--- src/rtl/fft_pkg.sv ---
// ---------------------------------------------------------------------------
// fft_pkg -- shared definitions for the FFT pipeline controller.
//
// Holds the controller state encoding, the default pipeline dimensions and a
// small helper for sizing counters. Imported by fft_wren_shift and
// fft_pipe_ctrl.
// ---------------------------------------------------------------------------
package fft_pkg;

  // Controller states. The encoding is fixed because other blocks and debug
  // tooling decode the raw state value.
  typedef enum logic [2:0] {
    IDLE  = 3'b000,
    LOAD  = 3'b001,
    DRAIN = 3'b010,
    DONE  = 3'b011,
    ERROR = 3'b100
  } state_t;

  // Default pipeline dimensions.
  localparam int DEF_NUMSTAGES    = 8;
  localparam int DEF_NUMSAMPLES   = 256;
  localparam int DEF_TOTALSAMPLES = 10240;

  // Width of a counter that must hold values 0..n-1, never narrower than 1.
  function automatic int cnt_width(input int n);
    return (n > 1) ? $clog2(n) : 1;
  endfunction

endpackage

--- src/rtl/fft_wren_shift.sv ---
// ---------------------------------------------------------------------------
// fft_wren_shift -- per-stage write-enable delay line.
//
// Bit 0 of wr_en is the stage-0 write enable supplied on din; each higher bit
// is the previous bit delayed by one clock, so stage k writes exactly k cycles
// after stage 0.
//
// Ports
//   clk    in   rising-edge clock
//   rst_n  in   asynchronous active-low reset, empties the line
//   clr    in   synchronous flush of every delayed bit (abandoning a run)
//   din    in   stage-0 write enable
//   wr_en  out  NUMSTAGES-bit write-enable vector, bit k to stage k
// ---------------------------------------------------------------------------
module fft_wren_shift
  import fft_pkg::*;
#(
  parameter int NUMSTAGES = DEF_NUMSTAGES
) (
  input  logic                 clk,
  input  logic                 rst_n,
  input  logic                 clr,
  input  logic                 din,
  output logic [NUMSTAGES-1:0] wr_en
);

  localparam int TW = NUMSTAGES - 1;

  // taps[j] is the write enable of stage j+1.
  logic [TW-1:0] taps;

  // NOTE: the delay line is reset even though it only carries enables: a
  // stale bit left over from an abandoned run would fire a write into a stage
  // of the next run. State is updated with non-blocking assignments so every
  // tap samples its neighbour's pre-edge value.
  always_ff @(posedge clk or negedge rst_n) begin
    if (!rst_n) begin
      taps <= '0;
    end else if (clr) begin
      taps <= '0;
    end else begin
      taps <= (taps << 1) | TW'(din);
    end
  end

  assign wr_en = {taps, din};

endmodule

--- src/rtl/fft_pipe_ctrl.sv ---
// ---------------------------------------------------------------------------
// fft_pipe_ctrl -- sequencer for a chain of NUMSTAGES fft_stage instances.
//
// A run loads sample beats into stage 0 until the loader reports the last
// beat, then drains the pipeline until every stage has written its last beat.
// Beats leaving the last stage are counted into frames.
//
// Optional feature: define FFT_PIPE_CTRL_ERR_EN to honour init_error. When
// defined, init_error during LOAD aborts the run into ERROR and raises the
// sticky error flag. When undefined, init_error is ignored, ERROR is never
// entered and error is tied low.
//
// Ports
//   clk         in   rising-edge clock
//   rst_n       in   asynchronous active-low reset
//   start       in   level request to begin a run (sampled in IDLE; its
//                    release also lets DONE/ERROR return to IDLE)
//   ld_done     in   loader delivered its last sample beat
//   init_error  in   loader initialisation failed
//   ld_data     out  loader enable / stage-0 input mux select
//   en          out  global stage enable
//   wr_en       out  per-stage write enable, bit k to stage k
//   busy        out  controller not in IDLE
//   frame_cnt   out  frames completed at the last stage, saturating
//   done        out  one-cycle pulse as the run completes
//   error       out  sticky initialisation-error flag
// ---------------------------------------------------------------------------
module fft_pipe_ctrl
  import fft_pkg::*;
#(
  parameter int NUMSTAGES    = DEF_NUMSTAGES,
  parameter int NUMSAMPLES   = DEF_NUMSAMPLES,
  parameter int TOTALSAMPLES = DEF_TOTALSAMPLES
) (
  input  logic                                       clk,
  input  logic                                       rst_n,
  input  logic                                       start,
  input  logic                                       ld_done,
  input  logic                                       init_error,
  output logic                                       ld_data,
  output logic                                       en,
  output logic [NUMSTAGES-1:0]                       wr_en,
  output logic                                       busy,
  output logic [$clog2(TOTALSAMPLES/NUMSAMPLES):0]   frame_cnt,
  output logic                                       done,
  output logic                                       error
);

  localparam int BPF = NUMSAMPLES / 4;           // beats per frame
  localparam int FPR = TOTALSAMPLES / NUMSAMPLES; // frames per run
  localparam int BW  = cnt_width(BPF);
  localparam int FW  = $clog2(FPR) + 1;

  localparam logic [BW-1:0] BEAT_LAST = BW'(BPF - 1);
  localparam logic [FW-1:0] FRAME_MAX = FW'(FPR);

  state_t        state;
  state_t        state_next;
  logic          wr_en0;
  logic          flush;
  logic          start_run;
  logic [BW-1:0] beat_cnt;

  // ------------------------------------------------------------------------
  // State register
  // ------------------------------------------------------------------------
  always_ff @(posedge clk or negedge rst_n) begin
    if (!rst_n) begin
      state <= IDLE;
    end else begin
      state <= state_next;
    end
  end

  // Stage 0 writes on every LOAD cycle. Kept out of the FSM block below
  // because that block also inspects the delayed enables derived from it.
  assign wr_en0 = (state == LOAD);

  // ------------------------------------------------------------------------
  // Next state and Moore outputs
  // ------------------------------------------------------------------------
  // NOTE: every signal driven here is given a default before the case, so no
  // path through the block leaves a value unassigned and no latch is formed.
  always_comb begin
    state_next = state;
    ld_data    = 1'b0;
    en         = 1'b0;
    busy       = 1'b1;
    done       = 1'b0;

    case (state)
      IDLE: begin
        busy = 1'b0;
        if (start) state_next = LOAD;
      end

      LOAD: begin
        ld_data = 1'b1;
        en      = 1'b1;
        if (ld_done) state_next = DRAIN;
`ifdef FFT_PIPE_CTRL_ERR_EN
        // Evaluated last so it overrides a simultaneous ld_done.
        if (init_error) state_next = ERROR;
`endif
      end

      DRAIN: begin
        en = 1'b1;
        // Stage 0 stopped on entry, so the vector empties exactly NUMSTAGES
        // cycles after the last load beat; that is the completion cycle.
        if (wr_en == '0) begin
          done       = 1'b1;
          state_next = DONE;
        end
      end

      DONE: begin
        // Holding start keeps us here so a level request cannot retrigger.
        if (!start) state_next = IDLE;
      end

      ERROR: begin
        if (!start) state_next = IDLE;
      end

      default: begin
        state_next = IDLE;
      end
    endcase
  end

  assign start_run = (state == IDLE) && start;

  // ------------------------------------------------------------------------
  // Optional initialisation-error handling
  // ------------------------------------------------------------------------
`ifdef FFT_PIPE_CTRL_ERR_EN
  logic error_q;

  // Abandoning a load must also silence every stage still holding a beat.
  assign flush = (state == LOAD) && init_error;

  always_ff @(posedge clk or negedge rst_n) begin
    if (!rst_n) begin
      error_q <= 1'b0;
    end else if (start_run) begin
      error_q <= 1'b0;
    end else if (flush) begin
      error_q <= 1'b1;
    end
  end

  assign error = error_q;
`else
  logic unused_init_error;

  assign unused_init_error = init_error;
  assign flush             = 1'b0;
  assign error             = 1'b0;
`endif

  // ------------------------------------------------------------------------
  // Write-enable delay line
  // ------------------------------------------------------------------------
  fft_wren_shift #(
    .NUMSTAGES (NUMSTAGES)
  ) u_wren_shift (
    .clk   (clk),
    .rst_n (rst_n),
    .clr   (flush),
    .din   (wr_en0),
    .wr_en (wr_en)
  );

  // ------------------------------------------------------------------------
  // Beat / frame counters at the last stage output
  // ------------------------------------------------------------------------
  always_ff @(posedge clk or negedge rst_n) begin
    if (!rst_n) begin
      beat_cnt  <= '0;
      frame_cnt <= '0;
    end else if (start_run) begin
      beat_cnt  <= '0;
      frame_cnt <= '0;
    end else if (wr_en[NUMSTAGES-1]) begin
      if (beat_cnt == BEAT_LAST) begin
        beat_cnt <= '0;
        if (frame_cnt < FRAME_MAX) frame_cnt <= frame_cnt + FW'(1);
      end else begin
        beat_cnt <= beat_cnt + BW'(1);
      end
    end
  end

endmodule

--- config.mk ---
export PLATFORM = sky130hd
export DESIGN_NAME = fft_pipe_ctrl
export DESIGN_NICKNAME = d
export VERILOG_FILES = /design/src/rtl/fft_pkg.sv /design/src/rtl/fft_wren_shift.sv /design/src/rtl/fft_pipe_ctrl.sv
export SDC_FILE = /design/constraint.sdc
export NUM_CORES = 1
export LEC_CHECK = 0
export ABC_CLOCK_PERIOD_IN_PS = 2150
export CAP_MARGIN = 10
export CORE_UTILIZATION = 45
export DETAILED_ROUTE_END_ITERATION = 10
export PLACE_DENSITY = 0.76
export SETUP_SLACK_MARGIN = 0.1
export SYNTH_ARGS = -nofsm -noshare
export SYNTH_HDL_FRONTEND = slang
export SYNTH_SLANG_ARGS = --single-unit
export TNS_END_PERCENT = 50
--- constraint.sdc ---
create_clock -name clk -period 2.15 [get_ports clk]
set_input_delay 0.5375 -clock clk [delete_from_list [all_inputs] [get_ports clk]]
set_output_delay 0.5375 -clock clk [all_outputs]
set_load 0.01 [all_outputs]
==> run metrics <==
mux share of post-synthesis cell area=0.05137; fraction of the mapped netlist area in adder cells=0.07168; Routed WL=2064 µm; Clock Tree Buf Depth=2; critical path endpoint category=output port; clk_lat worst skew=310 ps; row count=17; kind of critical path=reg -> out; Worst-Margin Slew=roughly 530 ps; GPL Wtd Cong=0.8343; period utilisation layout=1.010; DR iter-0 viols=2; Max Cap Viol=0; RSZ-0062 raised after global routing=yes; f_max=460.5 MHz; Tmin final=between 2000 and 2500 ps; Post-synth EDFFs=0; Synth Area in XOR/XNOR=0.05854; port buffer count=22; largest net degree at the start of global routing=23; crit-path max FO=2; initial antenna violation count=0; vias per cell=5.045; Initial Util=0.4734; # clock sinks=22; Netlist cell types=34; area delta synth->final=37.63%; clock skew=roughly 4.7 ps; worst endpoint data arrival time=1630 ps; H-tree depth=1; Clk pin slew, worst setup/hold paths=120 ps; via count=777; WP buf/inv=1; outcome=finished with violations; most frequent cells in the layout=dfrtp_1 (22), clkdlybuf4s50_1 (17), nor2_1 (12), buf_4 (12); cts hold-fix bufs=0; DP Wirelength=1495 µm; peak supply drop=1.281 mV; Root Buffer=clkbuf_4; Switching Share=0.3414; Final Slew Violations=0; # DRC=0; core area=2212 µm²; synthesized area per cell=11.26 µm²; largest cells by area after synthesis=dfrtp_1 (53%), ha_1 (7.2%), nor2_1 (4.3%); worst setup margin=-21.52 ps; share of the synthesized area in the top cell type=0.5257; largest area contributor in the netlist=dfrtp_1; slowest cell delay on critical path=about 440 ps; Top FF cell, synth=dfrtp_1; Lkg Pwr=roughly 0.67 nW; Total GRT Usage=0.1891; slew margin rel.=0.6401; Hold Crit Class=reg -> reg; largest family of logic cells by synthesized area=simple AND/OR/NAND/NOR gates; cell breakdown of the critical path=ha_4, or4_4, nor3_4, buf_2; commonest non-fill, non-tap cell in the layout=dfrtp_1; TritonCTS Buffers=3; die area=2524 µm²; Die Wd=~50 µm; violated checks=setup timing; CP max-delay cell=or4_4; Synth warnings=0; gr ovfl total=0; final antenna diode count=0; P_sw=0.6293 mW; routed len/inst=13.40 µm; Compound-Gate Fraction of Synth Area=0.06332; Final ANT Viol Nets=0; global-route wire length before repair=3553 µm; Async S/R FF share, synth=1.000; Clk pwr share=0.171; Int Pwr=between 1 and 1.5 mW; Synth Instances=93; syn_nets=104; Seq/Total Area, Yosys=0.5257; layout cell share with drive strength beyond 1=0.2143; worst hold slack=433.2 ps; WP data required=1610 ps; Ports=25; Yosys reg bits=22; Die H=50.24 µm; # setup viols final=1; WHS Path Cells=0; Nets=~140; CTS tree=done; critical path launch point type=register; simple-gate share of the synthesized area=0.1756; worst slack, placed=-186.7 ps; Flop pwr share=0.342; Initial DRT Pass Iterations=2; vias in the first global route=739; Post-Syn Area=1047 µm²; Levels on crit path=4; power per cell area=1279 nW/µm²; Comb power frac=0.487; final hold violations=0; R2R depth=5; critical path's top delay family=simple AND/OR/NAND/NOR gates
power groups by stage:
| stage | Clock [mW] | Combinational, mW | Sequential [mW] |
|---|---|---|---|
| final | 0.316 | 0.897 | 0.630 |
| after global routing | 0.343 | 0.981 | 0.648 |
| after CTS | 0.320 | 0.823 | 0.622 |
| after detailed placement | 0 | 0.838 | 0.631 |
| after global placement | 0 | 0.812 | 0.625 |
| after floorplan | 0 | 0.380 | 0.659 |
logic make-up (layout without fill, tap and decap cells):
family | Yosys count | after routing
AOI/OAI and AO/OA | 9 | 9
xor gates and xnor gates | 7 | 7
adders and majority gates | 6 | 6
buffers and inverters | 10 | 43
DFF | 22 | 22
muxes | 5 | 5
other | 1 | 1
and+or+nand+nor | 33 | 33
timing repair:
action	in CTS	in global routing
endpoints found under the setup margin	5	2
resized for setup	10	6
pin swaps	2	2
setup buffers	1	0
worst reg2reg max path, stage by stage (launching register included):
cell and delay (ps):
dfrtp_1 430, ha_4 170, or4_4 440, o21a_1 200, nor2_2 140, mux2_1 330
state kept, by name (all words and copies together), names as in the netlist:
signal / flops
frame_cnt: 7
beat_cnt: 6
state: 2
u_wren_shift.taps: 7
metal layers:
| metal | GRT usage | routed length (µm) |
|---|---|---|
| met5 | 0 | 0 |
| met4 | 0.05714 | 23 |
| met3 | 0.02727 | 35 |
| met2 | 0.3000 | 1002 |
| met1 | 0.2656 | 1002 |
per-stage QoR:
step / utilization / TNS (ps) / area, µm² / cells / power [mW]
2_1_floorplan: - / 0 / 1047 / 93 / 1.039
3_3_place_gp: 0.6109 / -170.4 / 1351 / 149 / 1.437
3_5_place_dp: 0.6109 / -186.7 / 1351 / 149 / 1.469
4_1_cts: 0.6369 / -38.96 / 1409 / 154 / 1.765
5_1_grt: 0.6516 / -105.6 / 1441 / 154 / 1.972
6_report: 0.6516 / -21.52 / 1441 / 154 / 1.844
final cells by class:
cell class / instances / area [µm²]
Multi-Input combinational cell: 61 / 484.2
Timing Repair Buffer: 34 / 300.3
Fill cell: 181 / 770.7
Tap cell: 28 / 35.03
Clock buffer: 3 / 22.52
Clock inverter: 1 / 30.03
Inverter: 5 / 18.77
Sequential cell: 22 / 550.5
path summary, 6_finish.rpt:
| path | start | end | slack [ps] |
|---|---|---|---|
| hold / removal | u_wren_shift.taps[2]$_DFF_PN0_ | u_wren_shift.taps[3]$_DFF_PN0_ | 430 |
| setup reg to reg | state[0]$_DFFE_PN0P_ | state[1]$_DFFE_PN0P_ | 340 |
| setup / recovery | state[0]$_DFFE_PN0P_ | done | -20 |
| max in group asynchronous | rst_n | u_wren_shift.taps[0]$_DFF_PN0_ | 1370 |
| min in group asynchronous | rst_n | frame_cnt[4]$_DFFE_PN0P_ | 550 |
| hold reg to reg | u_wren_shift.taps[2]$_DFF_PN0_ | u_wren_shift.taps[3]$_DFF_PN0_ | 430 |
Yosys cell counts (2+ instances only):
cell	n
buf_4	2
clkbuf_1	2
dfrtp_1	22
ha_1	6
inv_1	5
mux2_2	2
mux2i_1	2
nand2_1	4
nor2_1	12
nor3_1	2
nor4_1	3
o21a_1	2
o21ai_0	3
xnor2_1	4
xor2_1	3
Note: power is estimated with default switching activity, not from simulation.
